==> src/rtl/multi_axis_dda_executor.sv <==
// Multi-axis DDA move executor: queues move segments in a small FIFO and runs each one
// through a clock-divided digital differential analyser that produces per-axis step/dir.
module multi_axis_dda_executor #(
    parameter int               AXES        = 3,
    parameter int               DEPTH_BITS  = 2,
    parameter int               ACC_W       = 64,
    parameter int               DUR_W       = 64,
    parameter int               DIV_W       = 8,
    parameter logic [ACC_W-1:0] STEP_THRESH = ACC_W'(64'h7fff_ffff_ffff_ff9b)
) (
    input  logic                  CLK,
    input  logic                  resetn,
    input  logic                  wr_valid,
    output logic                  wr_ready,
    input  logic [DUR_W-1:0]      wr_duration,
    input  logic [AXES-1:0]       wr_dir,
    input  logic [AXES*ACC_W-1:0] wr_increment,
    input  logic [AXES*ACC_W-1:0] wr_incinc,
    input  logic [DIV_W-1:0]      clock_divisor,
    input  logic                  halt_n,
    output logic [AXES-1:0]       step,
    output logic [AXES-1:0]       dir,
    output logic                  busy,
    output logic                  move_done,
    output logic [DEPTH_BITS:0]   fill_level
);
    localparam int                  DEPTH      = 2 ** DEPTH_BITS;
    localparam logic [DEPTH_BITS:0] DEPTH_FULL = (DEPTH_BITS+1)'(DEPTH);

    typedef enum logic [1:0] {IDLE, LOAD, RUN} state_t;
    typedef logic [AXES-1:0][ACC_W-1:0] axis_vec_t;

    state_t                state_q, state_d;

    logic [DUR_W-1:0]      dur_mem    [DEPTH];
    logic [AXES-1:0]       dir_mem    [DEPTH];
    axis_vec_t             inc_mem    [DEPTH];
    axis_vec_t             incinc_mem [DEPTH];

    logic [DEPTH_BITS-1:0] wr_ptr_q, wr_ptr_d;
    logic [DEPTH_BITS-1:0] rd_ptr_q, rd_ptr_d;
    logic [DEPTH_BITS:0]   fill_q, fill_d;
    logic [DUR_W-1:0]      tickdown_q, tickdown_d;
    logic [DIV_W-1:0]      clkaccum_q, clkaccum_d;
    axis_vec_t             inc_q, inc_d;
    axis_vec_t             acc_q, acc_d;
    logic [AXES-1:0]       dir_q, dir_d;
    logic                  move_done_q, move_done_d;

    logic                  halt;
    logic                  push;
    logic                  pop;
    logic                  tick;
    logic                  seg_end;
    logic                  load_en;
    logic                  run_en;
    logic [AXES-1:0]       acc_pos;
    axis_vec_t             head_inc;
    axis_vec_t             head_incinc;

    assign halt        = ~halt_n;
    assign wr_ready    = resetn & halt_n & (fill_q < DEPTH_FULL);
    assign push        = wr_valid & wr_ready;
    assign tick        = run_en & (clkaccum_q == '0);
    assign seg_end     = tick & (tickdown_q == '0);
    assign pop         = seg_end & ~halt;
    assign head_inc    = inc_mem[rd_ptr_q];
    assign head_incinc = incinc_mem[rd_ptr_q];

    // ---------------- FSM: state register ----------------
    always_ff @(posedge CLK) begin
        if (!resetn) begin
            state_q <= IDLE;
        end else begin
            state_q <= state_d;
        end
    end

    // ---------------- FSM: next state ----------------
    // NOTE: every variable written in a combinational block gets a default first,
    // so no path through the block leaves it unassigned and infers a latch.
    always_comb begin
        state_d = state_q;
        unique case (state_q)
            IDLE:    if (fill_q != '0) state_d = LOAD;
            LOAD:    state_d = RUN;
            RUN:     if (seg_end) state_d = (fill_d != '0) ? LOAD : IDLE;
            default: state_d = IDLE;
        endcase
        if (halt) begin
            state_d = IDLE;
        end
    end

    // ---------------- FSM: outputs ----------------
    always_comb begin
        load_en = 1'b0;
        run_en  = 1'b0;
        busy    = 1'b1;
        unique case (state_q)
            IDLE:    busy    = 1'b0;
            LOAD:    load_en = 1'b1;
            RUN:     run_en  = 1'b1;
            default: busy    = 1'b0;
        endcase
    end

    // ---------------- FIFO bookkeeping ----------------
    always_comb begin
        wr_ptr_d = wr_ptr_q + DEPTH_BITS'(push);
        rd_ptr_d = rd_ptr_q + DEPTH_BITS'(pop);
        fill_d   = fill_q + (DEPTH_BITS+1)'(push) - (DEPTH_BITS+1)'(pop);
        if (halt) begin
            wr_ptr_d = '0;
            rd_ptr_d = '0;
            fill_d   = '0;
        end
    end

    // NOTE: the segment storage carries no reset; every entry is written before the
    // fill count lets it be read, so clearing it would only cost reset fan-out.
    always_ff @(posedge CLK) begin
        if (push) begin
            dur_mem[wr_ptr_q]    <= wr_duration;
            dir_mem[wr_ptr_q]    <= wr_dir;
            inc_mem[wr_ptr_q]    <= wr_increment;
            incinc_mem[wr_ptr_q] <= wr_incinc;
        end
    end

    // ---------------- DDA datapath ----------------
    always_comb begin
        for (int i = 0; i < AXES; i++) begin
            acc_pos[i] = ~acc_q[i][ACC_W-1] & (|acc_q[i]);
        end
    end

    always_comb begin
        clkaccum_d  = clkaccum_q;
        tickdown_d  = tickdown_q;
        inc_d       = inc_q;
        dir_d       = dir_q;
        acc_d       = acc_q;
        move_done_d = pop;

        if (load_en) begin
            tickdown_d = dur_mem[rd_ptr_q];
            inc_d      = head_inc;
            dir_d      = dir_mem[rd_ptr_q];
            clkaccum_d = clock_divisor;
        end else if (run_en) begin
            if (tick) begin
                clkaccum_d = clock_divisor;
                tickdown_d = tickdown_q - DUR_W'(1);
            end else begin
                clkaccum_d = clkaccum_q - DIV_W'(1);
            end
        end

        // Rollback runs in every state so a leftover positive remainder drains even when idle.
        for (int i = 0; i < AXES; i++) begin
            acc_d[i] = acc_q[i] + (tick ? inc_q[i] : '0) - (acc_pos[i] ? STEP_THRESH : '0);
            if (tick) begin
                inc_d[i] = inc_q[i] + head_incinc[i];
            end
        end

        if (halt) begin
            acc_d       = '0;
            tickdown_d  = '0;
            move_done_d = 1'b0;
        end
    end

    // NOTE: all state registers update with non-blocking assignments so every flop
    // samples the pre-edge values regardless of statement order.
    always_ff @(posedge CLK) begin
        if (!resetn) begin
            wr_ptr_q    <= '0;
            rd_ptr_q    <= '0;
            fill_q      <= '0;
            tickdown_q  <= '0;
            clkaccum_q  <= '0;
            inc_q       <= '0;
            acc_q       <= '0;
            dir_q       <= '0;
            move_done_q <= 1'b0;
        end else begin
            wr_ptr_q    <= wr_ptr_d;
            rd_ptr_q    <= rd_ptr_d;
            fill_q      <= fill_d;
            tickdown_q  <= tickdown_d;
            clkaccum_q  <= clkaccum_d;
            inc_q       <= inc_d;
            acc_q       <= acc_d;
            dir_q       <= dir_d;
            move_done_q <= move_done_d;
        end
    end

    assign step       = acc_pos;
    assign dir        = dir_q;
    assign move_done  = move_done_q;
    assign fill_level = fill_q;

endmodule

==> config.mk <==
export PLATFORM = sky130hd
export DESIGN_NAME = multi_axis_dda_executor
export DESIGN_NICKNAME = d
export VERILOG_FILES = /design/src/rtl/multi_axis_dda_executor.sv
export SDC_FILE = /design/constraint.sdc
export NUM_CORES = 2
export LEC_CHECK = 0
export ABC_CLOCK_PERIOD_IN_PS = 74500
export CORE_MARGIN = 2
export CORE_UTILIZATION = 55
export CTS_BUF_LIST = sky130_fd_sc_hd__clkbuf_4
export DETAILED_ROUTE_END_ITERATION = 12
export PLACE_DENSITY = 0.74
export REMOVE_ABC_BUFFERS = 1
export SLEW_MARGIN = 20
export SYNTH_ARGS = -nofsm -noshare
export SYNTH_HDL_FRONTEND = slang
export SYNTH_SLANG_ARGS = --single-unit
==> constraint.sdc <==
create_clock -name CLK -period 74.5 [get_ports CLK]
set_input_delay 22.35 -clock CLK [delete_from_list [all_inputs] [get_ports CLK]]
set_output_delay 22.35 -clock CLK [all_outputs]
set_load 0.01 [all_outputs]
Word level (Yosys, flattened, before mapping)
Memory sizes are Yosys's and may differ from the RTL's. A register that Yosys moved wholly into a read port is not among the register bits.
Index checks and enable logic that the tools add are counted.
Cells by class
  add/sub/neg operators: 15
  equality and inequality tests: 4
  magnitude comparators: 1
  muxes and demuxes: 29
  bitwise operators: 12
  reductions and logical operators: 15
Operators with widths (number)
  2-to-1 mux 64 bit: 9
  adder 64 bit: 6
  2-to-1 mux 192 bit: 1
  OR reduction 64 bit: 3
  subtractor 64 x 63 -> 64 bit: 3
  2-to-1 mux 63 bit: 3
  logical NOT 64 bit: 1
  subtractor 64 x 1 -> 64 bit (second input constant): 1
  2-to-1 mux 8 bit: 3
  2-to-1 mux 2 bit: 5
  bitwise AND 1 bit: 9
  logical NOT 8 bit: 1
  subtractor 8 x 1 -> 8 bit (second input constant): 1
  2-to-1 mux 1 bit: 6
  case mux 2 bit (3 select lines): 1
  AND reduction 2 bit: 3
  nonzero test 3 bit: 2
  adder 2 x 1 -> 2 bit: 2
  != test 2 bit (second input constant): 2
  nonzero test 2 bit: 2
  adder 3 x 1 -> 3 bit: 1
  < comparator 3 bit (second input constant): 1
  2-to-1 mux 3 bit: 1
  inverter 1 bit: 3
  other kinds (6): 6
Word-level totals
  RAM bits: 1804
  input bits: 463
  flip-flop bits (word level): 466
  memories: 4
  output and inout bits: 12
  logic and storage cells: 93
Memory list
  inc_mem: words 4, bits a word 192, rd ports 1, clocked after Yosys merged registers in 1, wr ports 1, line 37  | axis_vec_t inc_mem [DEPTH];
  incinc_mem: words 4, bits a word 192, rd ports 1, clocked after Yosys merged registers in 1, wr ports 1, line 38  | axis_vec_t incinc_mem [DEPTH];
  dur_mem: words 4, bits a word 64, rd ports 1, clocked after Yosys merged registers in 1, wr ports 1, line 35  | logic [DUR_W-1:0] dur_mem [DEPTH];
  dir_mem: words 4, bits a word 3, rd ports 1, clocked after Yosys merged registers in 1, wr ports 1, line 36  | logic [AXES-1:0] dir_mem [DEPTH];

Logic depth before layout (Yosys ltp)
  depth in word-level cells: 11
  depth in mapped cells: 22
  depth with buffers taken out: 20

Worst setup path before layout
OpenSTA, ideal clock, no wires.
  path kind: in2reg
  start point: input port halt_n
  end point: memory dir_mem[1][0] (enable)
  cell stages on the path: 5
  arrival: 55.596 ns
  setup slack: 16.993 ns
  path buffers: 1
  cell sequence: clkbuf_1 > nand2_1 > nor2_1 > nand2_1 > nor3b_1
On the way
  word-level cells in the longest chain between the ends: 5
RTL lines
  from (decl): line 20  | input logic halt_n,
  bitwise AND 1 bit (2 in a row): line 62  | assign wr_ready = resetn & halt_n & (fill_q < DEPTH_FULL);
  via wr_ready: line 14  | output logic wr_ready,
  bitwise AND 1 bit: line 63  | assign push = wr_valid & wr_ready;
  2-to-1 mux 1 bit: line 123  | if (push) begin
  2-to-1 mux 1 bit (implied by the code): line 125  | dir_mem[wr_ptr_q] <= wr_dir;
  to (decl): line 36
The timed path passes the listed nets, and every way through them passes these cells.

Final worst setup path
  start point: input port halt_n
  end point: output port wr_ready
On the way
  word-level cells in the longest chain between the ends: 2
RTL lines (line)
  bitwise AND 1 bit (2 in a row): 62
  to (decl): 14
No other way between the ends.

==> run metrics <==
gr usage total=0.281; DR vias=74900; Detail Placement HPWL=200 mm; Worst-Margin Slew=1.24 ns; DRC violations left=0; Distinct cells, synth=87; post-CTS setup buffers=0; relative slew slack=0.170; Hold Path Stages=2; Setup TNS=0 ns; critical path depth=5; Rows=165; Area Growth Syn to Fin=13.3%; Peak VDD IR=0.0182 mV; crit end category=primary output; first-pass GRT wire length=444 mm; Layout Skew=0.105 ns; critical-path cell list=clkdlybuf4s50_1 > buf_4 > nand2_4 > nor2_1 > clkdlybuf4s50_1; largest net degree at the start of global routing=146; antenna violations before repair=73; first-iteration detailed-routing DRC count=6070; die span in x=455 um; fin crit period=46.42 ns; layout cells sized above 1=0.162; Synth Cell Area=112000 sq um; mean area per synthesized cell=12.9 sq um; TritonCTS clock tree=yes; grt total ovfl=0; Synth async-reset ratio=0; Post-Route WL=293 mm; Antenna Nets Post-Route=0; Fmax achieved=0.0215 GHz; EDFF count, synth=1804; met2 routed WL=146 mm; pwr/cell area=22.8 nW/um^2; Reg area=63600 sq um; slowest CP cell=clkdlybuf4s50_1; die area=207000 sq um; deepest level of the CTS H-tree=6; status=finished clean; Critical Path Start=halt_n; CTS buffer count=608; initial core utilization=0.554; 1st-pass router iterations=6; Multi-input gate area=44300 sq um; Final Hold Viols=0; Cell Area, Placed=119000 sq um; metal3 WL=17.6 mm; Synth Instances=8679; # resized after CTS=0; sequential share of the synthesized area=0.567; Ports=475; core area=202000 sq um; Post-CTS Hold Buffers=0; Leak Pwr=46.7 nW; worst r2r path cells=19; RePlAce Congestion=0.930; worst path buffer plus inverter count=3; Ys Warns=0; via count of the first global-routing pass=75800; register bit total from synthesis=2273; RSZ-0062 raised after global routing=no; most common cell after layout, fill and taps aside=edfxtp_1; Worst Hold Class=reg -> reg; Critical R2R Launch=clkaccum_q[0]$_SDFFE_PN0P_; Worst Path Max Fanout=11; hold path start=tickdown_q[46]$_SDFFE_PN0P_; fillers=15600; number of max-cap violations=0; clock-pin slew on the worst setup and hold paths=0.06 ns; worst skew pair latency=1.48 ns; vias per cell=5.96; commonest non-fill, non-tap cells in the layout=edfxtp_1, clkbuf_4, inv_1; Final Cell Area=127000 sq um; die span in y=455 um; Tcrit/Tclk final=0.623; CP dominant cell by count=clkdlybuf4s50_1; I/O Buffers=474; prevailing post-synth register cell=edfxtp_1; Critical Path AT=24.07 ns; clk root buf=clkbuf_4; WS Path Type=in -> out; met1 WL=118 mm; Worst EP required=52.15 ns; Top delay family on crit path=buffers and inverters; NumNets Final=10500; Max Buffers Root-to-Sink=4; CP startpoint kind=input port; Final Slew Violations=0; endpoints failing setup=0; WL/cell=23.4 um; Max Used Layer=met5; Max stage delay on crit path=0.57 ns; clock sink count=2273
## final cells by class
class / instances / area share
Inverter: 680 / 0.0202
Clock buffer: 895 / 0.0529
Antenna cell: 46 / 0.000907
Clock inverter: 147 / 0.00647
Timing Repair Buffer: 557 / 0.0430
Tap cell: 2672 / 0.0263
Multi-Input combinational cell: 5286 / 0.349
Sequential cell: 2273 / 0.501
## synthesized netlist by cell type, drive strengths merged, types with 29 or more instances
master / count / area share
o21bai: 98 / 0.0066
a31oi: 46 / 0.0026
o21ai: 333 / 0.015
nand3: 96 / 0.0043
or3: 43 / 0.0026
or2: 37 / 0.0021
inv: 680 / 0.023
nor2: 598 / 0.020
nand2b: 41 / 0.0023
buf: 80 / 0.0028
nand2: 592 / 0.020
a221oi: 32 / 0.0025
nand4: 139 / 0.0078
a21o: 252 / 0.017
nor4: 76 / 0.0044
o21a: 53 / 0.0036
fa: 184 / 0.033
a21oi: 535 / 0.024
and3: 50 / 0.0028
ha: 401 / 0.045
dfxtp: 469 / 0.084
mux4: 451 / 0.091
xor2: 130 / 0.010
clkbuf: 360 / 0.012
mux2i: 157 / 0.014
o22ai: 29 / 0.0016
a211oi: 180 / 0.012
o211ai: 38 / 0.0025
and2: 36 / 0.0020
edfxtp: 1804 / 0.48
nor3: 116 / 0.0052
xnor2: 194 / 0.015
o31ai: 31 / 0.0021
## through the flow
stage          hold WS [ns]  power (mW)   util  std cells  setup slack [ns]
6_report              0.479        2.89  0.627      12600             28.08
3_5_place_dp          0.471        1.83  0.590      11500             28.06
5_1_grt               0.503        3.04  0.627      12600             28.04
2_1_floorplan         0.446        1.72      -       8239             13.39
3_3_place_gp          0.457        1.82  0.590      11500             28.08
4_1_cts               0.480        2.92  0.627      12500             28.04
## routing by layer
layer / track usage / vias up
li1: - / 34500
met1: 0.359 / 37100
met2: 0.471 / 2674
met3: 0.0509 / 593
met4: 0.124 / 8
met5: 0 / -
## flip-flops by register name, indices dropped and copies added (netlist names)
| signal | flops |
|---|---|
| inc_q | 192 |
| acc_q | 192 |
| clkaccum_q | 8 |
| incinc_mem | 768 |
| fill_level | 3 |
| dur_mem | 256 |
| rd_ptr_q | 2 |
| wr_ptr_q | 2 |
| dir_mem | 12 |
| state_q | 2 |
| inc_mem | 768 |
| dir | 3 |
| tickdown_q | 64 |
| move_done | 1 |
## cells by family after synthesis
family | after synthesis | synth area share
xor gates and xnor gates | 324 | 0.0253
DFF | 2273 | 0.567
adders and majority gates | 585 | 0.0777
AOI/OAI and AO/OA | 1830 | 0.105
buffers and inverters | 1120 | 0.0377
muxes | 634 | 0.107
and+or+nand+nor | 1913 | 0.0794
## path summary, 6_finish.rpt
kind | to | slack (ns)
setup / recovery | wr_ready | 28.08
hold / removal | tickdown_q[46]$_SDFFE_PN0P_ | 0.48
setup reg to reg | acc_q[191]$_SDFF_PN0_ | 66.21
hold reg to reg | tickdown_q[46]$_SDFFE_PN0P_ | 0.48
## worst register-to-register path, stage by stage, from the launching register on
cell and delay, ns:
dfxtp_1 0.34, inv_1 0.10, ha_1 0.28, nand3_1 0.15, nor3_2 0.84, buf_4 0.65
buf_4 0.71, buf_4 0.69, and2_1 0.33, fa_1 0.46, ha_1 0.39, nand4_1 0.18
or3_1 0.41, a21boi_0 0.36, o2111ai_1 0.32, a2111oi_0 0.93, a211oi_1 0.34, o31ai_1 0.44
xnor2_1 0.17, nor2_1 0.05
## power breakdown
group	internal (mW)	switching [mW]	total (mW)
Combinational	0.155	0.243	0.398
Clock	0.573	0.510	1.08
Sequential	1.39	0.0136	1.41
Total	2.12	0.767	2.89
(Power assumes the default switching activity.)
